==> src/rtl/bus_request_arbiter.sv <==
// Round-robin arbiter sharing one upstream bus port between NUM_REQ requesters.
// Grants bursts of up to MAX_BURST beats and drives a registered vld/addr/data stage.
module bus_request_arbiter #(
    parameter int NUM_REQ   = 4,
    parameter int ADDR_W    = 8,
    parameter int DATA_W    = 16,
    parameter int MAX_BURST = 4
) (
    input  logic                       clk,
    input  logic                       rst,
    input  logic [NUM_REQ-1:0]         req_vld,
    input  logic [NUM_REQ*ADDR_W-1:0]  req_addr,
    input  logic [NUM_REQ*DATA_W-1:0]  req_data,
    output logic [NUM_REQ-1:0]         req_rdy,
    input  logic                       bus_rdy,
    output logic                       vld,
    output logic [ADDR_W-1:0]          addr,
    output logic [DATA_W-1:0]          data,
    output logic [$clog2(NUM_REQ)-1:0] gnt_id,
    output logic                       busy
);
    // Handshakes: a requester beat transfers on a rising clk edge where req_vld[i] && req_rdy[i];
    // an output beat transfers where vld && bus_rdy, and vld/addr/data hold while vld && !bus_rdy.
    localparam int GNT_W = $clog2(NUM_REQ);
    localparam int CNT_W = $clog2(MAX_BURST + 1);

    typedef enum logic {
        S_IDLE = 1'b0,
        S_OWN  = 1'b1
    } state_t;

    state_t             r_state, w_state_nxt;
    logic [GNT_W-1:0]   r_gnt_id, w_gnt_nxt;
    logic [GNT_W-1:0]   r_last_gnt, w_last_nxt;
    logic [CNT_W-1:0]   r_burst_cnt, w_cnt_nxt;
    logic [GNT_W-1:0]   w_pick;
    logic               w_any;
    logic               w_owner_vld;
    logic               w_out_free;
    logic               w_accept;
    logic [ADDR_W-1:0]  w_owner_addr;
    logic [DATA_W-1:0]  w_owner_data;
    logic               r_vld;
    logic [ADDR_W-1:0]  r_addr;
    logic [DATA_W-1:0]  r_data;

    assign w_owner_vld  = req_vld[r_gnt_id];
    assign w_owner_addr = req_addr[r_gnt_id*ADDR_W +: ADDR_W];
    assign w_owner_data = req_data[r_gnt_id*DATA_W +: DATA_W];
    assign w_out_free   = !r_vld || bus_rdy;
    assign w_accept     = (r_state == S_OWN) && w_owner_vld && w_out_free;

    // Scan starts just above the previous owner so every requester is reached within NUM_REQ grants.
    always_comb begin : scan
        logic [GNT_W-1:0] v_cand;
        w_pick = '0;
        w_any  = 1'b0;
        v_cand = '0;
        for (int k = 1; k <= NUM_REQ; k++) begin
            v_cand = GNT_W'((int'(r_last_gnt) + k) % NUM_REQ);
            if (!w_any && req_vld[v_cand]) begin
                w_any  = 1'b1;
                w_pick = v_cand;
            end
        end
    end

    always_comb begin
        req_rdy = '0;
        if (r_state == S_OWN && w_out_free) begin
            req_rdy[r_gnt_id] = 1'b1;
        end
    end

    always_comb begin
        w_state_nxt = r_state;
        w_gnt_nxt   = r_gnt_id;
        w_last_nxt  = r_last_gnt;
        w_cnt_nxt   = r_burst_cnt;
        case (r_state)
            S_IDLE: begin
                if (w_any) begin
                    w_state_nxt = S_OWN;
                    w_gnt_nxt   = w_pick;
                    w_cnt_nxt   = '0;
                end
            end
            S_OWN: begin
                if (w_accept) begin
                    w_cnt_nxt = r_burst_cnt + 1'b1;
                end
                // Owner dropping valid releases even while the output stage is stalled.
                if (!w_owner_vld || (w_accept && r_burst_cnt == CNT_W'(MAX_BURST - 1))) begin
                    w_state_nxt = S_IDLE;
                    w_last_nxt  = r_gnt_id;
                end
            end
            default: w_state_nxt = S_IDLE;
        endcase
    end

    always_ff @(posedge clk) begin
        if (rst) begin
            r_state     <= S_IDLE;
            r_gnt_id    <= '0;
            r_last_gnt  <= GNT_W'(NUM_REQ - 1);
            r_burst_cnt <= '0;
        end else begin
            r_state     <= w_state_nxt;
            r_gnt_id    <= w_gnt_nxt;
            r_last_gnt  <= w_last_nxt;
            r_burst_cnt <= w_cnt_nxt;
        end
    end

    always_ff @(posedge clk) begin
        if (rst) begin
            r_vld  <= 1'b0;
            r_addr <= '0;
            r_data <= '0;
        end else if (w_out_free) begin
            r_vld  <= w_accept;
            r_addr <= w_accept ? w_owner_addr : '0;
            r_data <= w_accept ? w_owner_data : '0;
        end
    end

    assign vld    = r_vld;
    assign addr   = r_addr;
    assign data   = r_data;
    assign gnt_id = r_gnt_id;
    assign busy   = (r_state == S_OWN);

endmodule

==> config.mk <==
export PLATFORM = sky130hd
export DESIGN_NAME = bus_request_arbiter
export DESIGN_NICKNAME = d
export VERILOG_FILES = /design/src/rtl/bus_request_arbiter.sv
export SDC_FILE = /design/constraint.sdc
export NUM_CORES = 1
export LEC_CHECK = 0
export BUFFER_PORTS_ARGS = -buffer_cell sky130_fd_sc_hd__buf_2
export CORE_MARGIN = 10
export CORE_UTILIZATION = 35
export CTS_BUF_LIST = sky130_fd_sc_hd__clkbuf_8
export DETAILED_ROUTE_END_ITERATION = 16
export PLACE_DENSITY = 0.69
export SLEW_MARGIN = 20
export SYNTH_ARGS = -nofsm -noshare
export SYNTH_HDL_FRONTEND = slang
export SYNTH_SLANG_ARGS = --single-unit
==> constraint.sdc <==
create_clock -name clk -period 3.3 [get_ports clk]
set_clock_uncertainty 0.2 [all_clocks]
set_input_delay 0.495 -clock clk [delete_from_list [all_inputs] [get_ports clk]]
set_output_delay 0.495 -clock clk [all_outputs]
set_load 0.005 [all_outputs]
==> results of run 1 <==
[critical path: stages (launching register included)]
cell	delay, ns
dfxtp_2	0.63
buf_4	0.40
nand3_1	0.15
nor2_1	0.11
buf_2	0.12
[sequential cells by signal (all words and copies together), names as in the netlist]
name and cells:
busy 1, vld 1, gnt_id 2, r_last_gnt 2, r_burst_cnt 3, addr 8
data 16
[path summary, 6_finish.rpt]
check,to,slack [ns],cells after the start
max reg2reg,addr[6]$_SDFFE_PP0N_,1.09,6
min reg2reg,data[6]$_SDFFE_PP0N_,0.24,2
min,data[6]$_SDFFE_PP0N_,0.24,2
max,req_rdy[3],0.90,4
[power by group]
group          total, µW  internal [µW]  switching (µW)  leakage, µW
Sequential           456            425            31.0     0.000269
Clock                388            243             145    0.0000626
Combinational        329            185             144      0.00102
Total               1170            853             320      0.00135
[layout by cell type, fill, tap and decap left out, drive strengths merged]
master / n
buf: 138
dfxtp: 33
nand2: 31
o21ai: 27
mux4: 25
inv: 17
clkinv: 14
clkbuf: 6
nor2: 6
nand3: 5
nand2b: 3
nor3: 3
o22ai: 3
mux2i: 3
nor2b: 3
a21oi: 3
o221ai: 2
nand4: 2
ha: 2
nor4: 1
or3: 1
a311oi: 1
a32o: 1
o311ai: 1
or2: 1
o31ai: 1
a21o: 1
a31oi: 1
a221oi: 1
or4: 1
a41o: 1
o22a: 1
bufinv: 1
[routing by layer]
metal,vias up,track usage [%]
met5,-,0
met1,963,15.1
met3,7,5.42
met4,0,4.05
li1,1007,-
met2,67,26.4
[logic make-up (layout without fill, tap and decap cells)]
family                   Yosys count  in the layout
AO/OA/AOI/OAI                     44             44
adder cells (fa/ha/maj)            2              2
buffers and inverters             46            176
flip-flops                        33             33
multiplexers                      28             28
AND/OR/NAND/NOR                   57             57
[layout make-up]
cell class	instances	area, µm²
clock inverter	2	33.8
tap	72	90.1
inverter	30	113
multi-input combinational	131	1140
sequential	33	662
clock buffer	6	82.6
fill	518	2690
timing repair buffer	138	701
[through the flow]
step | util [%] | instance area, µm² | setup slack [ns] | cells | hold slack (ns)
after floorplan | - | 2000 | 1.36 | 210 | 0.242
after global placement | 49.1 | 2700 | 1.14 | 404 | 0.230
after detailed placement | 49.1 | 2700 | 1.07 | 404 | 0.235
after CTS | 51.2 | 2820 | 0.825 | 412 | 0.245
after global routing | 51.2 | 2820 | 0.684 | 412 | 0.259
final | 51.2 | 2820 | 0.896 | 412 | 0.242
==> results by group, run 1 <==
Run status
  – Status: finished clean

Synth
  – Syn Inst Count: 210
  – Yosys top cell area share: ~33%
  – Synth Area in Compound Gates: 13.2%
  – Sequential area share after synthesis: about 33%
  – Mapped Area: approximately 2000 µm²
  – Adder-Cell Fraction of Synth Area: under 10%
  – Flops & latches, synth: 33
  – Top cell type by total area after synthesis: dfxtp_1
  – Post-synth ARST share: 0%
  – Synth area leaders: dfxtp_1 (33%), mux4_2 (28%), o21ai_1 (6.3%)
  – Largest family of logic cells by synthesized area: multiplexers
  – Top cells by count, synth: dfxtp_1 (33), nand2_1 (31), mux4_2 (25), o21ai_1 (25), inv_1 (16)
  – Simple-gate share of the synthesized area: between 10 and 15%
  – Synthesized Nets: ~320
  – Synth Area in XOR/XNOR: 0%
  – Ys Warns: 0
  – Count leader, synth: dfxtp_1
  – Number of enable flip-flop cells after synthesis: 0
  – Post-synthesis mux area share: between 20 and 30%
  – Synth cell types: 35
  – Synth Flop Type: dfxtp_1
  – Post-Syn Area per Cell: ~9.5 µm²

Critical path
  – Critical Path End Type: output port
  – Max Fanout on Critical Path: 19
  – Worst setup SP type: flip-flop
  – Arr. time, crit path: 1.71 ns
  – Critical Path RT: 2.60 ns
  – Crit path from: gnt_id[0]$_SDFFE_PP0P_
  – Crit path kind: flip-flop to output port
  – Reg2reg start: gnt_id[1]$_SDFFE_PP0P_

Global routing
  – Number of global-route vias before repair: between 2k and 2.5k
  – Largest net degree at the start of global routing: 33
  – Total gr overflow: 0
  – All-Layer GR Usage: roughly 14%
  – First-pass GRT wire length: around 10,000 µm
  – Initial antenna violation count: 0

Power
  – Pwr dens: 416 nW/µm²
  – Static leakage: roughly 0.0014 µW
  – Design Power: 1170 µW
  – VDD IR-drop max: 0.254 mV

Detailed routing
  – Via count: roughly 2k
  – DRT iter0 DRCs: 42
  – Antenna Nets Post-Route: 0
  – Met1 wire length: between 2000 and 2500 µm
  – Drc violations: 0
  – Wire length on met3: roughly 650 µm
  – Wire per inst: between 15 and 20 µm
  – Drt pass-1 iters: 4
  – Top Metal Used: met4
  – Final wirelength: a little under 7000 µm
  – Met2 WL post-DR: 3750 µm
  – Via density: around 5.0

STA
  – RSZ-0062 raised after global routing: false
  – Slew Limit Headroom: 65.4%
  – Final Hold Viols: 0
  – Post-route clock period utilization: about 73%
  – Worst-Margin Slew: 0.518 ns
  – Final count of negative-setup-slack endpoints: 0
  – Final slew viol count: 0
  – Fmax: 0.416 GHz
  – Setup_tns: 0 ns
  – Crit path time final: 2.40 ns

Die
  – Die area: 9130 µm²
  – Boundary Pins: roughly 140
  – Die Ht: 95.5 µm
  – Cell row count: 27
  – Core Box Area: roughly 5500 µm²
  – Die X: around 96 µm
  – Initial core utilization: 36.3%

CTS
  – Hold-fix buffers, CTS: 0
  – Clk slew on worst S/H paths: 0.07 ns
  – Clock Path Buffers: 2
  – Resized cells post-CTS: 0
  – Post-CTS Setup Bufs: 0
  – Clk Latency, worst-skew pair: 0.28 ns
  – TritonCTS Buffers: 5
  – CTS tree: built
  – Num Clock Sinks: 33
  – H-tree depth: 2
  – Root buf cell: clkbuf_8

Place
  – DP HPWL: just under 6000 µm
  – Buffers on Ports: 134
  – Placer Congestion: approximately 0.85

Layout
  – Area growth syn-to-layout: 41.2%
  – Layout cells sized above 1: between 50% and 60%
  – # diodes: 0
  – Nets: 444

Hold path
  – Hold path start: data[6]$_SDFFE_PP0N_
  – Hold WC Path Type: flip-flop to flip-flop

Job
  – Max-Cap Viols: 0
No activity file was read; power rests on OpenSTA's default activity.
==> run 2, diff against run 1 <==
clock period = 2.3 ns   (was 3.3 ns; I/O delays follow)
==> results by group, run 2 (synthesis gave the netlist of run 1 again) <==
Detailed routing
  – Final wirelength: 6900 µm (-0.42%)
  – Via count: 2,058 (+0.68%)
  – Antenna Nets Post-Route: 0 (unchanged)
  – Via density: 4.97 (+0.20%)
  – Drc violations: 0 (unchanged)
  – Drt pass-1 iters: 4 (unchanged)
  – Wire per inst: 16.7 µm (-0.90%)
  – DRT iter0 DRCs: 65 (+55%)

Global routing
  – Largest net degree at the start of global routing: 32 (-3.0%)
  – All-Layer GR Usage: 14.2% (-0.22 points)
  – Total gr overflow: 0 (unchanged)
  – Initial antenna violation count: 0 (unchanged)
  – First-pass GRT wire length: 10,200 µm (-2.3%)
  – Number of global-route vias before repair: 2,209 (+4.8%)

Job
  – Max-Cap Viols: 0 (unchanged)

Hold path
  – Hold WC Path Type: primary input to flip-flop
  – Hold EP: gnt_id[0]$_SDFFE_PP0P_
  – Worst hold path cell count: 2 (unchanged)
  – Hold path start: rst

Critical path
  – Reg2reg start: gnt_id[1]$_SDFFE_PP0P_
  – Reg2reg end: data[9]$_SDFFE_PP0N_
  – Cells along the critical path: buf_4 > inv_1 > nor3_1 > buf_2
  – Worst setup SP type: flip-flop
  – Crit path kind: flip-flop to output port
  – Critical Path RT: 1.75 ns (-0.85 ns)
  – Arr. time, crit path: 1.52 ns (-0.19 ns)
  – Max Fanout on Critical Path: 31 (+12)
  – Crit path max-delay cell type: buf_4
  – R2R cell count: 6 (unchanged)
  – Critical Path End Type: output port
  – Slowest cell delay on critical path: 0.38 ns (-0.25 ns)
  – FF-to-FF setup slack: 0.39 ns (-0.70 ns)

CTS
  – CTS tree: built
  – Post-CTS Setup Bufs: 0 (unchanged)
  – Clk Latency, worst-skew pair: 0.28 ns (about the same)
  – H-tree depth: 2 (unchanged)
  – TritonCTS Buffers: 5 (unchanged)
  – Num Clock Sinks: 33 (unchanged)
  – Root buf cell: clkbuf_8
  – Clk slew on worst S/H paths: 0.08 ns (about the same)
  – Resized cells post-CTS: 0 (unchanged)
  – Clock Path Buffers: 2 (unchanged)
  – Hold-fix buffers, CTS: 0 (unchanged)

Die
  – Die Ht: 95.5 µm (unchanged)
  – Cell row count: 27 (unchanged)
  – Die area: 9130 µm² (unchanged)
  – Core Box Area: 5510 µm² (unchanged)
  – Die X: 95.5 µm (unchanged)
  – Initial core utilization: 36.3% (unchanged)
  – Boundary Pins: 135 (unchanged)

STA
  – Fmax: 0.485 GHz
  – RSZ-0062 raised after global routing: false
  – Post-route clock period utilization: 89.7%
  – Slew Limit Headroom: 72.5% (+7.1 points)
  – Setup_tns: 0 ns (unchanged)
  – Crit path time final: just over 2 ns
  – Worst-Margin Slew: 0.413 ns (-0.106 ns)
  – Final Hold Viols: 0 (unchanged)
  – Final slew viol count: 0 (unchanged)
  – Final count of negative-setup-slack endpoints: 0 (unchanged)

Place
  – DP HPWL: 5750 µm (-0.67%)
  – Buffers on Ports: 134 (unchanged)
  – Placer Congestion: 0.838 (-1.0%)
  – Dpl cell area: 2720 µm² (+0.56%)

Layout
  – Layout cells sized above 1: 51.2% (+0.58 points)
  – Register area: 662 µm² (unchanged)
  – Fin area: 2810 µm² (-0.53%)
  – Layout fillers: 536 (+3.5%)
  – Commonest non-fill, non-tap cells in the layout: buf_2 (134), dfxtp_1 (32), nand2_1 (31), o21ai_1 (25), mux4_2 (25)
  – Area growth syn-to-layout: 40.5%
  – Multi-input logic area: 1140 µm² (unchanged)
  – Nets: 446 (+0.45%)
  – Commonest non-fill, non-tap cell in the layout: buf_2
  – # diodes: 0 (unchanged)
  – Largest register FFs: 16 (unchanged)

Power
  – VDD IR-drop max: 0.249 mV (-1.9%)
  – Static leakage: 0.00134 µW (-0.69%)
  – Pwr dens: 557 nW/µm² (+34%)

Run status
  – Status: finished clean
[run 2: metrics by stage]
step / instances / setup slack, ns / power, µW / hold WS (ns) / util, %
after floorplan: 210 / 0.510 / 973 / 0.242 / -
after global placement: 406 / 0.438 / 1140 / 0.229 / 49.4
after detailed placement: 406 / 0.408 / 1150 / 0.233 / 49.4
after CTS: 414 / 0.214 / 1580 / 0.167 / 50.9
after global routing: 414 / 0.166 / 1660 / 0.183 / 50.9
final: 414 / 0.238 / 1560 / 0.164 / 50.9
[run 2: power by group]
group          switching (µW)  internal (µW)  leakage (µW)
registers                31.7            609      0.000269
clock network             220            209     0.0000439
logic                     221            270       0.00103
[run 2: worst max-delay path by stage]
| stage | end | slack, ns | cells after the start | startpoint |
|---|---|---|---|---|
| 6_report | req_rdy[2] | 0.24 | 4 | gnt_id[1]$_SDFFE_PP0P_ |
| 5_1_grt | req_rdy[2] | 0.17 | 4 | gnt_id[1]$_SDFFE_PP0P_ |
| 4_1_cts | req_rdy[2] | 0.21 | 4 | gnt_id[1]$_SDFFE_PP0P_ |
| 3_5_place_dp | data[15]$_SDFFE_PP0N_ | 0.41 | 6 | gnt_id[1]$_SDFFE_PP0P_ |
| 3_3_place_gp | r_last_gnt[1]$_SDFFE_PP1P_ | 0.44 | 5 | req_vld[3] |
| 2_1_floorplan | addr[0]$_SDFFE_PP0N_ | 0.51 | 6 | gnt_id[0]$_SDFFE_PP0P_ |
[run 2: area by class of cell]
type	count	area share (%)
Multi-Input combinational cell	131	40.6
Timing Repair Buffer	140	25.5
Sequential cell	33	23.6
Inverter	30	4.01
Tap cell	72	3.21
Clock buffer	5	2.45
Clock inverter	3	0.624
[run 2: worst max-delay path: cells and delay by family (launching register included)]
kind | cells | cell delay (ns)
buf+inv | 3 | 0.68
simple gates | 1 | 0.19
flops | 1 | 0.36
[run 2: metal layers]
| metal | global-route usage (%) | share of wire (%) |
|---|---|---|
| met1 | 13.8 | 35 |
| met2 | 27.5 | 55 |
| met3 | 5.03 | 9.4 |
| met4 | 4.05 | 0.35 |
| met5 | 0 | 0 |
==> run 3, diff against run 2 <==
--- a/config.mk
+++ b/config.mk
@@ -11,2 +11,3 @@
 export CTS_BUF_LIST = sky130_fd_sc_hd__clkbuf_8
+export CTS_CLUSTER_DIAMETER = 40
 export DETAILED_ROUTE_END_ITERATION = 16
==> constraint.sdc (replaced) <==
create_clock -name clk -period 2.3 [get_ports clk]
set_clock_uncertainty 0.2 [all_clocks]
set_input_delay 0.115 -clock clk [delete_from_list [all_inputs] [get_ports clk]]
set_output_delay 0.115 -clock clk [all_outputs]
set_load 0.005 [all_outputs]
==> results by group, run 3 (synthesis gave the netlist of run 1 again) <==
Run status
  – Status: finished clean

Detailed routing
  – Wire per inst: 16.2 µm (-2.7%)
  – Drc violations: 0 (unchanged)
  – Final wirelength: 6740 µm (-2.4%)
  – Antenna Nets Post-Route: 0 (unchanged)
  – Via count: 2,087 (+1.4%)
  – Drt pass-1 iters: 4 (unchanged)
  – Via density: 5.03 (+1.2%)
  – DRT iter0 DRCs: 79 (+22%)

CTS
  – Root buf cell: clkbuf_8
  – Clk Latency, worst-skew pair: 0.28 ns (about the same)
  – CTS tree: built
  – Clk slew on worst S/H paths: 0.07 ns (about the same)
  – Resized cells post-CTS: 0 (unchanged)
  – H-tree depth: 2 (unchanged)
  – Num Clock Sinks: 33 (unchanged)
  – Post-CTS Setup Bufs: 0 (unchanged)
  – TritonCTS Buffers: 5 (unchanged)
  – Clock Path Buffers: 2 (unchanged)

STA
  – Crit path time final: 1.86 ns (-0.198 ns)
  – Final count of negative-setup-slack endpoints: 0 (unchanged)
  – Final slew viol count: 0 (unchanged)
  – Worst Slack Setup Final: 0.436 ns (+0.198 ns)
  – Final Hold Viols: 0 (unchanged)
  – Worst hold margin: 0.0143 ns (-0.149 ns)
  – Setup_tns: 0 ns (unchanged)
  – Fmax: 0.536 GHz (+11%)
  – RSZ-0062 raised after global routing: false
  – Post-route clock period utilization: 81.0% (-8.6 points)
  – Slew Limit Headroom: 72.7% (+0.17 points)
  – Worst-Margin Slew: 0.410 ns (-0.00259 ns)

Global routing
  – Largest net degree at the start of global routing: 32 (unchanged)
  – First-pass GRT wire length: 10,100 µm (-0.81%)
  – Met3 Use GR: 5.18% (+0.16 points)
  – All-Layer GR Usage: 14.0% (-0.19 points)
  – Met1 usage: 14.8% (+0.94 points)
  – Number of global-route vias before repair: 2,080 (-5.8%)
  – Initial antenna violation count: 0 (unchanged)
  – Met2 Use GR: 25.6% (-1.9 points)
  – Global routing's busiest layer: met2
  – Total gr overflow: 0 (unchanged)

Critical path
  – Critical Path End Type: flip-flop
  – Cells along the critical path: buf_4 > nand2_1 > o22ai_1 > nand3_1 > buf_4 > o21ai_1
  – Crit path top cell by count: buf_4
  – R2R cell count: 6 (unchanged)
  – Worst setup SP type: flip-flop
  – Max Fanout on Critical Path: 31 (unchanged)
  – FF-to-FF setup slack: 0.44 ns (+0.05 ns)
  – Crit path max-delay cell type: buf_4
  – Slowest cell delay on critical path: 0.39 ns (about the same)
  – Arr. time, crit path: 1.87 ns (+0.35 ns)
  – Critical Path RT: 2.31 ns (+0.56 ns)
  – Crit path kind: flip-flop to flip-flop

Layout
  – Nets: 447 (+0.22%)
  – Largest register FFs: 16 (unchanged)
  – # diodes: 0 (unchanged)
  – Commonest non-fill, non-tap cell in the layout: buf_2
  – Area growth syn-to-layout: 40.8%
  – Commonest non-fill, non-tap cells in the layout: buf_2 (134), dfxtp_1 (32), nand2_1 (31), o21ai_1 (25), mux4_2 (25)
  – Layout Cells excl Fill: 415 (+0.24%)
  – Layout cells sized above 1: 50.7% (-0.44 points)

Die
  – Core Box Area: 5510 µm² (unchanged)
  – Boundary Pins: 135 (unchanged)
  – Die X: 95.5 µm (unchanged)
  – Die Ht: 95.5 µm (unchanged)
  – Die area: 9130 µm² (unchanged)
  – Cell row count: 27 (unchanged)
  – Initial core utilization: 36.3% (unchanged)

Hold path
  – Hold WC Path Type: primary input to flip-flop
  – Worst hold path cell count: 3 (+1)

Power
  – Static leakage: 0.00135 µW (+0.70%)
  – VDD IR-drop max: 0.314 mV (+26%)
  – Design Power: 1540 µW (-1.4%)
  – Pwr dens: 548 nW/µm² (-1.6%)

Place
  – DP Cell Count: 406 (unchanged)
  – DP HPWL: 5570 µm (-3.0%)
  – Buffers on Ports: 134 (unchanged)
  – Place WS: 0.422 ns (+0.0136 ns)
  – Placer Congestion: 0.860 (+2.6%)

Job
  – Max-Cap Viols: 0 (unchanged)
[run 3: cell type report]
cell class              instances  area, µm²
flip-flops and latches         33        662
fillers                       543       2700
well taps                      72       90.1
clock buffers                   5       68.8
multi-input cells             131       1140
repair buffers                141        726
clock inverters                 3       13.8
inverters                      30        113
[run 3: per-layer routing]
layer,share of wire (%),vias up
met5,0,-
met1,35,983
li1,-,1014
met4,0.76,0
met3,10,6
met2,54,84
[run 3: timing repair]
action                     CTS  global route
setup endpoints to repair    0             0
hold buffers                 1             0
hold endpoints to repair     6             0
[run 3: final timing paths]
path / from / to
worst max-delay path: gnt_id[1]$_SDFFE_PP0P_ / data[5]$_SDFFE_PP0N_
worst min-delay path: req_vld[0] / gnt_id[0]$_SDFFE_PP0P_
worst max register to register: gnt_id[1]$_SDFFE_PP0P_ / data[5]$_SDFFE_PP0N_
worst min register to register: data[6]$_SDFFE_PP0N_ / data[6]$_SDFFE_PP0N_
[run 3: power by group]
part | internal [µW] | switching [µW] | total, µW
Combinational | 271 | 218 | 489
Clock | 205 | 204 | 409
Sequential | 609 | 32.2 | 641
[run 3: per-stage QoR]
step                util (%)  cell area [µm²]
floorplan                  -             2000
CTS                     51.1             2810
global placement        49.4             2720
global route            51.1             2810
detailed placement      49.4             2720
finish                  51.1             2810
[run 3: critical path: cells and delay by family (launching register included)]
family	cells	cell delay [ns]
flops	1	0.35
compound gates	2	0.33
buf+inv	2	0.60
simple gates	2	0.30
